## src/rtl/cacheline_burst_adapter_pkg.sv

```systemverilog
// burst_types: shared FSM state encoding and line/beat geometry
package burst_types;
  localparam int BURST_W = 64;
  localparam int BEATS = 4;
  localparam int LINE_W = 256;
  typedef enum logic [1:0] {IDLE, READ, WRITE, DONE} state_t;
endpackage

```

## src/rtl/cacheline_burst_adapter_line_beat_buffer.sv

```systemverilog
// line_beat_buffer: 256-bit line register with whole-line load, beat write port and beat read mux
// Ports: clk, rst (sync, active-low), load_i/load_line_i (whole-line load),
//        wr_i/beat_i/beat_data_i (beat write), line_next_o (register next value),
//        beat_o (beat beat_i of the stored line)
module line_beat_buffer #(
  parameter int BURST_W = 64,
  parameter int BEATS = 4
) (
  input  logic                       clk,
  input  logic                       rst,
  input  logic                       load_i,
  input  logic [BURST_W*BEATS-1:0]   load_line_i,
  input  logic                       wr_i,
  input  logic [1:0]                 beat_i,
  input  logic [BURST_W-1:0]         beat_data_i,
  output logic [BURST_W*BEATS-1:0]   line_next_o,
  output logic [BURST_W-1:0]         beat_o
);
  logic [BURST_W*BEATS-1:0] line_q;
  always_comb begin
    line_next_o = load_i ? load_line_i : line_q;
    if (!load_i && wr_i) line_next_o[BURST_W*beat_i +: BURST_W] = beat_data_i;
  end
  always_ff @(posedge clk)
    if (!rst) line_q <= '0;
    else line_q <= line_next_o;
  assign beat_o = line_q[BURST_W*beat_i +: BURST_W];
endmodule

```

## src/rtl/cacheline_burst_adapter.sv

```systemverilog
// cacheline_burst_adapter: splits 256-bit cache line fills/writebacks into BEATS memory beats
// Ports: clk, rst (sync, active-low)
//        cache side: line_addr_i, line_wdata_i, line_read_i, line_write_i -> line_rdata_o, line_resp_o
//        memory side: burst_addr_o, burst_wdata_o, burst_read_o, burst_write_o <- burst_rdata_i, burst_resp_i
// Macro CACHELINE_BURST_ALIGN_EN: when defined, burst_addr_o[4:0] is forced to 0 (32-byte alignment).
module cacheline_burst_adapter
  import burst_types::*;
#(
  parameter int BURST_W = 64,
  parameter int BEATS = 4
) (
  input  logic                      clk,
  input  logic                      rst,
  input  logic [31:0]               line_addr_i,
  input  logic [255:0]              line_wdata_i,
  input  logic                      line_read_i,
  input  logic                      line_write_i,
  output logic [255:0]              line_rdata_o,
  output logic                      line_resp_o,
  output logic [31:0]               burst_addr_o,
  input  logic [BURST_W-1:0]        burst_rdata_i,
  output logic [BURST_W-1:0]        burst_wdata_o,
  output logic                      burst_read_o,
  output logic                      burst_write_o,
  input  logic                      burst_resp_i
);
  state_t state_q, state_d;
  logic [1:0] beat_q;
  logic [31:0] addr_q;
  logic [255:0] line_next;
  logic [BURST_W-1:0] beat_rd;
  logic busy, last, leave_idle;
  assign busy = (state_q == READ) || (state_q == WRITE);
  assign last = busy && burst_resp_i && (beat_q == 2'(BEATS-1));
  assign leave_idle = (state_q == IDLE) && (line_read_i || line_write_i);
  always_comb begin
    state_d = state_q;
    if (state_q == IDLE) state_d = line_write_i ? WRITE : line_read_i ? READ : IDLE;
    else if (state_q == DONE) state_d = IDLE;
    else if (last) state_d = DONE;
  end
  line_beat_buffer #(.BURST_W(BURST_W), .BEATS(BEATS)) u_buf (
    .clk(clk),
    .rst(rst),
    .load_i((state_q == IDLE) && line_write_i),
    .load_line_i(line_wdata_i),
    .wr_i((state_q == READ) && burst_resp_i),
    .beat_i(beat_q),
    .beat_data_i(burst_rdata_i),
    .line_next_o(line_next),
    .beat_o(beat_rd)
  );
  always_ff @(posedge clk)
    if (!rst) begin
      state_q <= IDLE;
      beat_q <= '0;
      addr_q <= '0;
      line_rdata_o <= '0;
    end else begin
      state_q <= state_d;
      if (leave_idle) begin
        addr_q <= line_addr_i;
        beat_q <= '0;
      end else if (busy && burst_resp_i) beat_q <= beat_q + 2'd1;
      // publish the line together with the final beat so it is valid alongside line_resp_o
      if ((state_q == READ) && last) line_rdata_o <= line_next;
    end
  assign line_resp_o = state_q == DONE;
  assign burst_read_o = state_q == READ;
  assign burst_write_o = state_q == WRITE;
  assign burst_wdata_o = burst_write_o ? beat_rd : '0;
`ifdef CACHELINE_BURST_ALIGN_EN
  assign burst_addr_o = {addr_q[31:5], 5'b0};
`else
  assign burst_addr_o = addr_q;
`endif
endmodule

```

## config.mk

```make
export PLATFORM = sky130hd
export DESIGN_NAME = cacheline_burst_adapter
export DESIGN_NICKNAME = d
export VERILOG_FILES = /design/src/rtl/cacheline_burst_adapter_pkg.sv /design/src/rtl/cacheline_burst_adapter_line_beat_buffer.sv /design/src/rtl/cacheline_burst_adapter.sv
export SDC_FILE = /design/constraint.sdc
export NUM_CORES = 1
export LEC_CHECK = 0
export ABC_AREA = 0
export ABC_CLOCK_PERIOD_IN_PS = 7050
export CAP_MARGIN = 20
export CORE_AREA = 2 2 273 275
export CTS_CLUSTER_SIZE = 25
export DETAILED_ROUTE_END_ITERATION = 16
export DIE_AREA = 0 0 275 277
export PLACE_DENSITY = 0.61
export SLEW_MARGIN = 20
export SYNTH_ARGS = -nofsm -noshare
export SYNTH_HDL_FRONTEND = slang
export SYNTH_HIERARCHICAL = 1
export SYNTH_SLANG_ARGS = --single-unit
```

## constraint.sdc

```tcl
create_clock -name clk -period 7.05 [get_ports clk]
set_input_delay 1.41 -clock clk [delete_from_list [all_inputs] [get_ports clk]]
set_output_delay 1.41 -clock clk [all_outputs]
set_load 0.03 [all_outputs]
```

After elaboration in Yosys (flattened, before gate mapping)
Cells that the tools add are included.
- logic and storage cells: 37
- register bits: 548
- input bits: 357
- mux-type cells: 9
- reductions and logical operators: 13
- shifts and indexed selects: 3
- $add $sub $neg: 2
- equal/unequal tests: 4
- bitwise operators: 1
- operators with widths (kind ; count):
    2-to-1 mux 256 bit ; 2
    bitwise mux 256 bit ; 1
    variable shift 64 x 34 -> 256 bit (first input constant) ; 1
    variable part select 256 x 9 -> 64 bit ; 1
    variable part select 64 x 34 -> 256 bit ; 1
    2-to-1 mux 64 bit ; 1
    negator 8 -> 34 bit ; 1
    2-to-1 mux 2 bit ; 4
    logical AND 1 bit ; 7
    equality test 2 bit (second input constant) ; 3
    nonzero test 3 bit ; 1
    adder 2 x 1 -> 2 bit (second input constant) ; 1
    equality test 2 x 1 -> 1 bit (second input constant) ; 1
    logical NOT 2 bit ; 1
    logical OR 1 bit ; 2
    OR reduction 2 bit ; 1
    logical NOT 1 bit ; 1
    2-to-1 mux 1 bit ; 1
    NOT 1 bit ; 1

Depth between registers and ports, before layout
Gate-level depths: netlist of run 1.
- depth after elaboration: 7
- depth in mapped cells: 13

By module
The synthesis of run 1 kept the hierarchy.
- by module, submodules not included (module ; cells each ; sequential area each (um^2) ; area each (um^2) ; instances):
    line_beat_buffer ; 1570 ; 5124.9 ; 15253.4 ; 1
    cacheline_burst_adapter ; 1351 ; 5845.6 ; 12353.1 ; 1

Least setup slack after synthesis of run 1
Ideal clock, no wire load.
- path type: flip-flop to output port
- start point: register beat_q[0]
- end point: output port burst_wdata_o[14]
- path buffers: 3
- setup slack: 3.805 ns
- arrival time: 1.835 ns
- cell stages (with the launch flop): 6
- cells stage by stage: dfxtp_1 -> buf_6 -> buf_2 -> buf_2 -> mux4_2 -> and2_1
- cells in the longest elaborated chain, start to end: 2
- RTL lines (element ; line ; text):
    start, declared ; cacheline_burst_adapter.sv:28 ; logic [1:0] beat_q;
    start signal, assigned ; cacheline_burst_adapter.sv:64 ; end else if (busy && burst_resp_i) beat_q <= beat_q + 2'd1;
    variable part select 256 x 9 -> 64 bit ; cacheline_burst_adapter_line_beat_buffer.sv:27 ; assign beat_o = line_q[BURST_W*beat_i +: BURST_W];
    via beat_rd[14] ; cacheline_burst_adapter.sv:31 ; logic [BURST_W-1:0] beat_rd;
    2-to-1 mux 64 bit ; cacheline_burst_adapter.sv:71 ; assign burst_wdata_o = burst_write_o ? beat_rd : '0;
    end, declared ; cacheline_burst_adapter.sv:22 ; output logic [BURST_W-1:0] burst_wdata_o,
The timed path passes the listed nets, and every way through them passes these cells.

Worst setup path after layout of run 1
- start point: register beat_q[0]
- end point: output port burst_wdata_o[28]
The elaborated chain is that of the path after synthesis.

==> flow_metrics.env, run 1 <==
export IMPL_power_ir_vdd_worst_v=0.000193
export IMPL_buffers_plus_inverters_on_the_worst_setup_path=2
export IMPL_design_final_nets=3825
export IMPL_detailed_place_area_um2=34800
export IMPL_relSlewSlack_pct=22.6
export IMPL_final_period_utilization_pct=73.1
export IMPL_ys_types=50
export IMPL_netlist_top_cells_area="sky130_fd_sc_hd__dfxtp_1 (40%), sky130_fd_sc_hd__mux2i_1 (15%), sky130_fd_sc_hd__nand2_1 (10%)"
export IMPL_critical_path_class="flip-flop to primary output"
export IMPL_fin_worst_skew_ns=0.0153
export IMPL_pin_slew_with_the_least_headroom_to_its_limit_ns=1.16
export IMPL_filler_cell_count=6926
export IMPL_critical_path_cell_chain="buf_4 > mux4_2 > and2_1 > clkdlybuf4s50_1"
export IMPL_timing_fmax_mhz=194
export IMPL_synth_largest_type_area_fraction_pct=39.7
export IMPL_place_detailed_hpwl_mm=72.3
export IMPL_hold_class="flip-flop to flip-flop"
export IMPL_grt_pass1_vias=23536
export IMPL_post_cts_hold_buffer_count=0
export IMPL_root_buffer="sky130_fd_sc_hd__clkbuf_16"
export IMPL_arrival_ns=3.74
export IMPL_synth_largest_area_cell="sky130_fd_sc_hd__dfxtp_1"
export IMPL_grt_total_usage_pct=28.0
export IMPL_met2_wirelength_mm=52.1
export IMPL_grt_overflow_total=0
export IMPL_ctsHtreeMaxLevel=2
export IMPL_syn_num_nets=3288
export IMPL_critical_path_max_stage_delay_ns=0.91
export IMPL_power_density_nw_per_um2=210
export IMPL_worst_endpoint_required_ns=5.64
export IMPL_post_drt_via_cell_ratio=5.41
export IMPL_drive_above_1_share_pct=10.1
export IMPL_clock_sinks=548
export IMPL_crit_path_end_kind="primary output"
export IMPL_finalWeightedCongestion=0.849
export IMPL_cap_violations=0
export IMPL_boundaryPins=712
export IMPL_grt_pass1_wl_mm=159
export IMPL_r2r_start="beat_q[0]"
export IMPL_cp_top_family="buffers and inverters"
export IMPL_postSynthRegisterBits=548
export IMPL_via_count_of_the_routed_design=24347
export IMPL_tns_ns=0
export IMPL_cp_max_fo=41
export IMPL_hold_path_cell_count=2
export IMPL_clk_transition_reported_paths_ns=0.06
export IMPL_crit_slowest_cell="sky130_fd_sc_hd__dfxtp_4"
export IMPL_die_width_um=275
export IMPL_outcome="complete, no violations"
export IMPL_timing_reg2reg_worst_path_depth=9
export IMPL_final_max_slew_violation_count=0
export IMPL_drt_iter0_markers=2185
export IMPL_sequential_share_of_the_synthesized_area_pct=39.7
export IMPL_cts_buffer_depth=3
export IMPL_insertion_delay_of_the_later_clocked_pin_in_the_worst_skew_pair_ns=0.62
export IMPL_syn_avg_cell_area_um2=9.45
export IMPL_timing_final_setup_violations=0
export IMPL_floorplan_core_area_um2=73600
export IMPL_worst_r2r_endpoint="line_rdata_o[148]"
export IMPL_detailed_route_wire_length_mm=111
export IMPL_mappedNetlistArea_um2=27600
export IMPL_cts_tree="yes"
export IMPL_synth_warnings=6
export IMPL_postSynth_topFlopCell="sky130_fd_sc_hd__dfxtp_1"
export IMPL_cp_start_kind="flip-flop"
export IMPL_met3RoutedLength_mm=8.45
export IMPL_hold_viol_final=0
export IMPL_drt_met1_wl_mm=46.4
export IMPL_detailed_routing_iterations_pass_1=5
export IMPL_leakage_nw=13.3
export IMPL_post_cts_resized=0
export IMPL_fp_dieArea_um2=76200
export IMPL_routed_wire_length_per_instance_um=24.7
export IMPL_ant_nets=0
export IMPL_antenna_found_initial=29
export IMPL_drt_drc_violations_left=0
export IMPL_cts_repair_timing_setup_buffer_count=0
export IMPL_reg2reg_setup_slack_ns=2.79
export IMPL_rsz_0062_raised_after_global_routing="false"
export IMPL_initial_utilization_pct=37.5
export IMPL_cts_inserted_buffers=61
export IMPL_fin_area_um2=36900
export IMPL_highest_signal_layer="met5"
export IMPL_grt_max_degree=207
export IMPL_post_synth_inst_count=2921
export IMPL_placement_io_buffers=711
export IMPL_areaGrowthSynthToFinish_pct=33.5
export IMPL_worst_hold_path_endpoint="line_rdata_o[36]"
export IMPL_die_h_um=277
export IMPL_layout_min_cycle_time_ns=5.15
export IMPL_ys_async_sr_fraction_pct=0
export IMPL_number_of_cell_rows=100
export IMPL_holdCritStartpoint="line_rdata_o[36]"
export IMPL_synth_enable_flop_cells=0
[worst register-to-register path, stage by stage (launching register included)]
cell and delay, ns:
sky130_fd_sc_hd__dfxtp_4 0.91, sky130_fd_sc_hd__inv_1 0.33, sky130_fd_sc_hd__ha_4 0.80, sky130_fd_sc_hd__buf_4 0.75, sky130_fd_sc_hd__nor4b_2 0.33, sky130_fd_sc_hd__buf_4 0.44, sky130_fd_sc_hd__and3_1 0.29, sky130_fd_sc_hd__or3_1 0.13
sky130_fd_sc_hd__nand2_1 0.06, sky130_fd_sc_hd__mux2i_1 0.17
[how the worst max path moves through the flow]
stage                         to    startpoint  slack (ns)  cells past startpoint
6_report       burst_wdata_o[28]     beat_q[0]        1.90                      4
5_1_grt        burst_wdata_o[28]     beat_q[0]        1.68                      4
4_1_cts        burst_wdata_o[28]     beat_q[0]        1.76                      4
3_5_place_dp    line_rdata_o[19]  burst_resp_i        2.04                      7
3_3_place_gp    line_rdata_o[28]  burst_resp_i        2.17                      7
2_1_floorplan  burst_wdata_o[14]     beat_q[0]        3.80                      5
[cell families (layout without fill, tap and decap cells)]
group / after synthesis / count (layout) / synth area share [%]
AND/OR/NAND/NOR: 1241 / 1241 / 21.0
multiplexers: 565 / 565 / 23.8
flip-flops: 548 / 548 / 39.7
buffers and inverters: 283 / 870 / 5.96
AO/OA/AOI/OAI: 274 / 274 / 9.04
adder cells (fa/ha/maj): 10 / 10 / 0.453
other: 0 / 23 / 0
[report_power, final]
group | total [W] | switching [W] | leakage, nW | internal, W
clock | 0.00323 | 0.00136 | 0.997 | 0.00187
combinational | 0.00120 | 0.000584 | 7.87 | 0.000612
sequential | 0.00331 | 0.0000768 | 4.47 | 0.00323
[cell usage after synthesis, types with 6 or more instances]
cell type                  number
sky130_fd_sc_hd__nand3b_1      20
sky130_fd_sc_hd__inv_1          7
sky130_fd_sc_hd__o32ai_2       40
sky130_fd_sc_hd__o32ai_1       62
sky130_fd_sc_hd__buf_1         17
sky130_fd_sc_hd__and2_1       266
sky130_fd_sc_hd__a21oi_1       38
sky130_fd_sc_hd__dfxtp_1      548
sky130_fd_sc_hd__buf_4         10
sky130_fd_sc_hd__nor3b_1       17
sky130_fd_sc_hd__o31a_1        17
sky130_fd_sc_hd__and3_1        19
sky130_fd_sc_hd__clkbuf_1     149
sky130_fd_sc_hd__mux4_2        64
sky130_fd_sc_hd__a32o_1        53
sky130_fd_sc_hd__mux2_2        81
sky130_fd_sc_hd__o22ai_1       26
sky130_fd_sc_hd__buf_12        23
sky130_fd_sc_hd__ha_1          10
sky130_fd_sc_hd__or3_1         17
sky130_fd_sc_hd__nand3_1       99
sky130_fd_sc_hd__mux2i_1      420
sky130_fd_sc_hd__buf_6          6
sky130_fd_sc_hd__nor2b_1       10
sky130_fd_sc_hd__a22oi_1        9
sky130_fd_sc_hd__a31oi_1       17
sky130_fd_sc_hd__buf_2         66
sky130_fd_sc_hd__nand2_1      766
[registers in the layout (all words and copies together), names as in the netlist]
name	count
beat_q	2
line_rdata_o	256
u_buf/line_q	256
state_q	2
burst_addr_o	32
[per-layer routing]
metal	up-vias	track usage, %
met4	12	11.7
met1	11800	36.3
li1	11282	-
met5	-	0
met3	196	6.03
met2	1057	44.9
[area by class of cell]
cell class / instances / area, µm² / share of cell area [%]
well taps: 969 / 1210 / 3.29
repair buffers: 749 / 7470 / 20.3
multi-input cells: 2090 / 15100 / 41.0
clock inverters: 25 / 231 / 0.628
clock buffers: 88 / 1760 / 4.77
diodes: 23 / 57.6 / 0.156
flip-flops and latches: 548 / 11000 / 29.8
inverters: 8 / 37.5 / 0.102
[through the flow]
step,hold WS (ns),total power (W),setup WS [ns],instances,util [%]
floorplan,0.498,0.00410,3.80,2921,-
global placement,0.441,0.00456,2.17,4364,47.3
detailed placement,0.445,0.00456,2.04,4364,47.3
CTS,0.456,0.00779,1.76,4477,50.0
global route,0.471,0.00801,1.68,4499,50.1
finish,0.453,0.00773,1.90,4500,50.1
[placed cells by master, fill, tap and decap left out, types with 6 or more instances in the layout]
cell type,instances
sky130_fd_sc_hd__mux2i_1,420
sky130_fd_sc_hd__a21oi_1,38
sky130_fd_sc_hd__dfxtp_1,546
sky130_fd_sc_hd__clkbuf_1,14
sky130_fd_sc_hd__a31oi_1,17
sky130_fd_sc_hd__inv_1,6
sky130_fd_sc_hd__and2_1,265
sky130_fd_sc_hd__o32ai_2,40
sky130_fd_sc_hd__clkdlybuf4s50_1,710
sky130_fd_sc_hd__o22ai_1,26
sky130_fd_sc_hd__or3_1,17
sky130_fd_sc_hd__o32ai_1,62
sky130_fd_sc_hd__buf_4,33
sky130_fd_sc_hd__clkbuf_16,61
sky130_fd_sc_hd__clkinv_2,19
sky130_fd_sc_hd__nor2b_1,9
sky130_fd_sc_hd__clkbuf_8,13
sky130_fd_sc_hd__mux2_2,81
sky130_fd_sc_hd__o31a_1,17
sky130_fd_sc_hd__nand3b_1,20
sky130_fd_sc_hd__mux4_2,64
sky130_fd_sc_hd__nand3_1,99
sky130_fd_sc_hd__diode_2,23
sky130_fd_sc_hd__and3_1,19
sky130_fd_sc_hd__a22oi_1,9
sky130_fd_sc_hd__a32o_1,53
sky130_fd_sc_hd__nand2_1,766
sky130_fd_sc_hd__nor3b_1,17
(Power assumes the default switching activity.)
==> inputs of run 2 (changes only) <==
Settings changed: ABC_CLOCK_PERIOD_IN_PS 7050 to 4800, CORE_AREA 2 2 273 275 to 2 2 276 278, DIE_AREA 0 0 275 277 to 0 0 278 280, PLACE_DENSITY 0.61 to 0.6.
Clock period 7.05 ns to 4.8 ns, I/O delays scaled along.
==> run 2 against run 1 <==
Cell area increased by 0.82%. Core utilization decreased by 0.68 points. Sequential share of layout area decreased by 0.24 points. Clock power increased by 49%. Combinational power increased by 48%. Worst hold slack improved by 0.0025 ns. Critical path type unchanged. Largest power group unchanged.
==> flow_metrics.env, run 2 (synthesized netlist as in run 1, its figures left out) <==
export IMPL_finalNonFillerCells=4518
export IMPL_finalWeightedCongestion=0.854
export IMPL_drive_above_1_share_pct=10.5
export IMPL_grt_pass1_vias=24102
export IMPL_antenna_found_initial=15
export IMPL_finish_utilization_pct=49.4
export IMPL_arrival_ns=3.25
export IMPL_floorplan_core_area_um2=75200
export IMPL_cts_repair_timing_setup_buffer_count=0
export IMPL_cap_violations=0
export IMPL_place_detailed_hpwl_mm=76.1
export IMPL_boundaryPins=712
export IMPL_grt_pass1_wl_mm=164
export IMPL_detailed_route_wire_length_mm=114
export IMPL_post_drt_via_cell_ratio=5.41
export IMPL_ctsHtreeMaxLevel=2
export IMPL_initial_utilization_pct=36.7
export IMPL_insertion_delay_of_the_later_clocked_pin_in_the_worst_skew_pair_ns=0.61
export IMPL_layout_cells_most_common="sky130_fd_sc_hd__nand2_1"
export IMPL_power_density_nw_per_um2=308
export IMPL_post_cts_resized=0
export IMPL_hold_viol_final=0
export IMPL_tns_ns=0
export IMPL_drt_iter0_markers=1961
export IMPL_layout_min_cycle_time_ns=4.21
export IMPL_timing_fmax_mhz=238
export IMPL_grt_overflow_total=0
export IMPL_detailed_routing_iterations_pass_1=5
export IMPL_drt_drc_violations_left=0
export IMPL_final_period_utilization_pct=87.7
export IMPL_placement_io_buffers=711
export IMPL_critical_path_class="flip-flop to primary output"
export IMPL_pin_slew_with_the_least_headroom_to_its_limit_ns=1.09
export IMPL_fin_worst_skew_ns=0.00955
export IMPL_clk_transition_reported_paths_ns=0.06
export IMPL_areaGrowthSynthToFinish_pct=34.6
export IMPL_crit_path_end_kind="primary output"
export IMPL_post_cts_hold_buffer_count=0
export IMPL_ant_nets=0
export IMPL_cp_start_kind="flip-flop"
export IMPL_outcome="complete, no violations"
export IMPL_timing_final_setup_violations=0
export IMPL_cp_max_fo=31
export IMPL_number_of_cell_rows=101
export IMPL_post_placement_worst_setup_slack_ns=0.974
export IMPL_leakage_nw=13.5
export IMPL_layout_cells_most_common_list="sky130_fd_sc_hd__nand2_1 (766), sky130_fd_sc_hd__clkdlybuf4s50_1 (710), sky130_fd_sc_hd__dfxtp_1 (546)"
export IMPL_cts_tree="yes"
export IMPL_clock_sinks=548
export IMPL_cts_buffer_depth=3
export IMPL_rsz_0062_raised_after_global_routing="false"
export IMPL_setup_ws_ns=0.591
export IMPL_design_final_nets=3843
export IMPL_relSlewSlack_pct=27.3
export IMPL_via_count_of_the_routed_design=24420
export IMPL_routed_wire_length_per_instance_um=25.2
export IMPL_grt_max_degree=197
export IMPL_grt_total_usage_pct=28.1
export IMPL_die_width_um=278
export IMPL_root_buffer="sky130_fd_sc_hd__clkbuf_16"
export IMPL_fp_dieArea_um2=77800
export IMPL_worst_endpoint_required_ns=3.84
export IMPL_final_max_slew_violation_count=0
export IMPL_placed_cells_incl_taps=4391
export IMPL_power_ir_vdd_worst_v=0.000275
export IMPL_hold_class="flip-flop to flip-flop"
export IMPL_cts_inserted_buffers=61
export IMPL_die_h_um=280
[run 2: cell count changes in the layout (fill, tap and decap cells not counted), sizes merged]
| cell | change |
|---|---|
| buf | +18 |
| bufinv | +1 |
| clkbuf | +2 |
| clkinv | -7 |
| clkinvlp | -1 |
| diode | -5 |
| inv | +1 |
[run 2: area by class of cell]
cell class,count,area (µm²)
Fill cell,7099,38000
Multi-Input combinational cell,2090,15100
Sequential cell,548,11000
Timing Repair Buffer,767,7750
Clock buffer,90,1790
Tap cell,978,1220
Clock inverter,19,224
Antenna cell,18,45.0
Inverter,8,37.5
[run 2: stage by stage]
stage                     area (µm²)  power, W  hold WS, ns
after detailed placement       35100   0.00672        0.446
after CTS                      37100    0.0115        0.458
after global placement         35100   0.00672        0.442
after global routing           37200    0.0119        0.465
after floorplan                27600   0.00602        0.498
final                          37200    0.0114        0.456
[run 2: per-layer routing]
| layer | vias up | global-route usage, % | part of all wire, % |
|---|---|---|---|
| met1 | 11898 | 35.7 | 42 |
| li1 | 11329 | - | - |
| met4 | 0 | 10.7 | 3.5 |
| met3 | 204 | 5.60 | 7.0 |
| met2 | 989 | 47.1 | 48 |
| met5 | - | 0 | 0 |
[run 2: worst max-delay path, stage by stage, from the launching register on]
cell                              delay, ns
sky130_fd_sc_hd__dfxtp_4               0.81
sky130_fd_sc_hd__buf_4                 0.43
sky130_fd_sc_hd__mux4_2                0.53
sky130_fd_sc_hd__and2_1                0.21
sky130_fd_sc_hd__clkdlybuf4s50_1       0.61
[run 2: worst paths after layout]
path                    startpoint                 to  slack, ns  cells after the start
setup / recovery         beat_q[0]  burst_wdata_o[26]       0.59                      4
hold reg to reg   line_rdata_o[55]   line_rdata_o[55]       0.46                      2
hold / removal    line_rdata_o[55]   line_rdata_o[55]       0.46                      2
setup reg to reg         beat_q[0]  line_rdata_o[146]       1.07                      9
[run 2: where the power goes]
part | switching [W] | internal, W
Clock | 0.00199 | 0.00282
Sequential | 0.000109 | 0.00474
Combinational | 0.000879 | 0.000905
Total | 0.00298 | 0.00847
==> inputs of run 3 (changes only) <==
Settings changed: CORE_AREA 2 2 276 278 to 8 8 274 276, DIE_AREA 0 0 278 280 to 0 0 282 284, HOLD_SLACK_MARGIN set to 0.1, PLACE_DENSITY 0.6 to 0.63.
==> run 3 against run 2 <==
Final cell count decreased by 0.49%. Setup slack got worse by 0.15 ns. Cell area about the same. Critical endpoint is now burst_wdata_o[32]. Power about the same. Global-route usage decreased by 0.94 points. Register-to-register slack improved by 0.04 ns. First-iteration DRC count increased by 0.15%. Clock skew increased by 0.016 ns. Clock-buffer cell count increased by 3. Sequential power about the same. Worst hold slack about the same. Sequential share of layout area about the same.
==> flow_metrics.env, run 3 (synthesized netlist as in run 1, its figures left out) <==
export IMPL_critical_path_class="flip-flop to primary output"
export IMPL_boundaryPins=712
export IMPL_routed_wire_length_per_instance_um=25.5
export IMPL_drt_met1_wl_mm=46.2
export IMPL_filler_cell_count=6569
export IMPL_clock_sinks=548
export IMPL_cts_buffer_depth=3
export IMPL_number_of_cell_rows=98
export IMPL_met3RoutedLength_mm=9.19
export IMPL_antenna_found_initial=30
export IMPL_layout_min_cycle_time_ns=4.36
export IMPL_cts_tree="yes"
export IMPL_worst_endpoint_required_ns=3.84
export IMPL_timing_final_setup_violations=0
export IMPL_crit_slowest_cell="sky130_fd_sc_hd__dfxtp_4"
export IMPL_cts_repair_timing_setup_buffer_count=0
export IMPL_finalHoldWorstSlack_ns=0.455
export IMPL_cp_start_kind="flip-flop"
export IMPL_design_final_nets=3842
export IMPL_drt_drc_violations_left=0
export IMPL_setup_ws_ns=0.441
export IMPL_crit_path_end_kind="primary output"
export IMPL_outcome="complete, no violations"
export IMPL_detailed_route_wire_length_mm=115
export IMPL_clk_transition_reported_paths_ns=0.07
export IMPL_floorplan_core_area_um2=70800
export IMPL_insertion_delay_of_the_later_clocked_pin_in_the_worst_skew_pair_ns=0.62
export IMPL_post_cts_resized=0
export IMPL_initial_utilization_pct=39.0
export IMPL_leakage_nw=13.5
export IMPL_post_placement_worst_setup_slack_ns=0.910
export IMPL_grt_pass1_vias=24531
export IMPL_root_buffer="sky130_fd_sc_hd__clkbuf_16"
export IMPL_power_ir_vdd_worst_v=0.000308
export IMPL_seq_area_um2=11000
export IMPL_grt_total_usage_pct=27.2
export IMPL_cap_violations=0
export IMPL_tns_ns=0
export IMPL_areaGrowthSynthToFinish_pct=34.7
export IMPL_arrival_ns=3.40
export IMPL_detailed_routing_iterations_pass_1=7
export IMPL_grt_max_degree=150
export IMPL_timing_fmax_mhz=229
export IMPL_layout_cells_most_common_list="sky130_fd_sc_hd__nand2_1 (766), sky130_fd_sc_hd__clkdlybuf4s50_1 (710), sky130_fd_sc_hd__dfxtp_1 (546)"
export IMPL_cp_max_fo=35
export IMPL_highest_signal_layer="met5"
export IMPL_via_count_of_the_routed_design=24454
export IMPL_multi_input_comb_area_um2=15100
export IMPL_final_max_slew_violation_count=0
export IMPL_fin_worst_skew_ns=0.0251
export IMPL_met2_wirelength_mm=54.9
export IMPL_pin_slew_with_the_least_headroom_to_its_limit_ns=0.940
export IMPL_post_drt_via_cell_ratio=5.44
export IMPL_relSlewSlack_pct=37.3
export IMPL_cts_inserted_buffers=61
export IMPL_hold_path_cell_count=2
export IMPL_drive_above_1_share_pct=10.5
export IMPL_timing_reg2reg_worst_path_depth=6
export IMPL_grt_overflow_total=0
export IMPL_rsz_0062_raised_after_global_routing="false"
export IMPL_place_detailed_hpwl_mm=78.5
export IMPL_final_period_utilization_pct=90.8
export IMPL_grt_pass1_wl_mm=166
export IMPL_post_cts_hold_buffer_count=0
export IMPL_drt_iter0_markers=1964
export IMPL_power_density_nw_per_um2=308
export IMPL_ant_nets=0
export IMPL_critical_path_max_stage_delay_ns=0.94
export IMPL_hold_viol_final=0
export IMPL_layout_cells_most_common="sky130_fd_sc_hd__nand2_1"
export IMPL_fp_dieArea_um2=80100
export IMPL_critical_path_cell_chain="buf_4 > mux4_2 > and2_1 > clkdlybuf4s50_1"
export IMPL_hold_class="flip-flop to flip-flop"
export IMPL_finish_utilization_pct=52.6
export IMPL_placement_io_buffers=711
export IMPL_finalWeightedCongestion=0.868
export IMPL_die_width_um=282
export IMPL_fin_area_um2=37200
export IMPL_ctsHtreeMaxLevel=2
export IMPL_detailed_place_area_um2=35100
export IMPL_die_h_um=284
==> run 3: cell count changes in the layout (fill, tap and decap cells not counted), moves of 2 or more <==
cell,before,now
sky130_fd_sc_hd__diode_2,18,24
sky130_fd_sc_hd__buf_12,17,20
sky130_fd_sc_hd__clkbuf_8,15,18
sky130_fd_sc_hd__buf_4,39,35
sky130_fd_sc_hd__bufinv_16,5,3
sky130_fd_sc_hd__clkinv_2,13,7
sky130_fd_sc_hd__clkinvlp_4,0,4
==> run 3: critical path: cells and delay by family, from the launching register on <==
kind / cells / cell delay (ns)
buf+inv: 2 / 1.09
flops: 1 / 0.94
mux: 1 / 0.54
simple gates: 1 / 0.17
==> run 3: final timing paths <==
path	startpoint	to	slack (ns)
hold / removal	line_rdata_o[56]	line_rdata_o[56]	0.46
hold reg to reg	line_rdata_o[56]	line_rdata_o[56]	0.46
setup reg to reg	beat_q[0]	line_rdata_o[155]	1.11
setup / recovery	beat_q[0]	burst_wdata_o[32]	0.44
==> run 3: area by class of cell <==
cell class	instances	share of cell area, %
Clock inverter	17	0.481
Tap cell	950	3.20
Clock buffer	93	4.97
Multi-Input combinational cell	2090	40.6
Antenna cell	24	0.162
Timing Repair Buffer	766	20.9
Inverter	8	0.101
Sequential cell	548	29.5
==> run 3: metal layers <==
metal / global-route usage [%] / vias to the layer above
met5: 0 / -
met4: 11.2 / 14
met3: 6.80 / 220
met2: 45.2 / 1001
met1: 33.3 / 11892
li1: - / 11327
==> run 3: where the power goes <==
part	total, W	switching [W]	internal, W	leakage [nW]
sequential	0.00486	0.000115	0.00474	4.47
combinational	0.00178	0.000868	0.000907	8.00
clock	0.00481	0.00202	0.00279	0.993
total	0.0114	0.00300	0.00845	13.5
==> run 3: metrics by stage <==
step | total power, W | instances
after floorplan | 0.00602 | 2921
after global placement | 0.00671 | 4362
after detailed placement | 0.00672 | 4362
after CTS | 0.0115 | 4472
after global routing | 0.0118 | 4494
final | 0.0114 | 4496
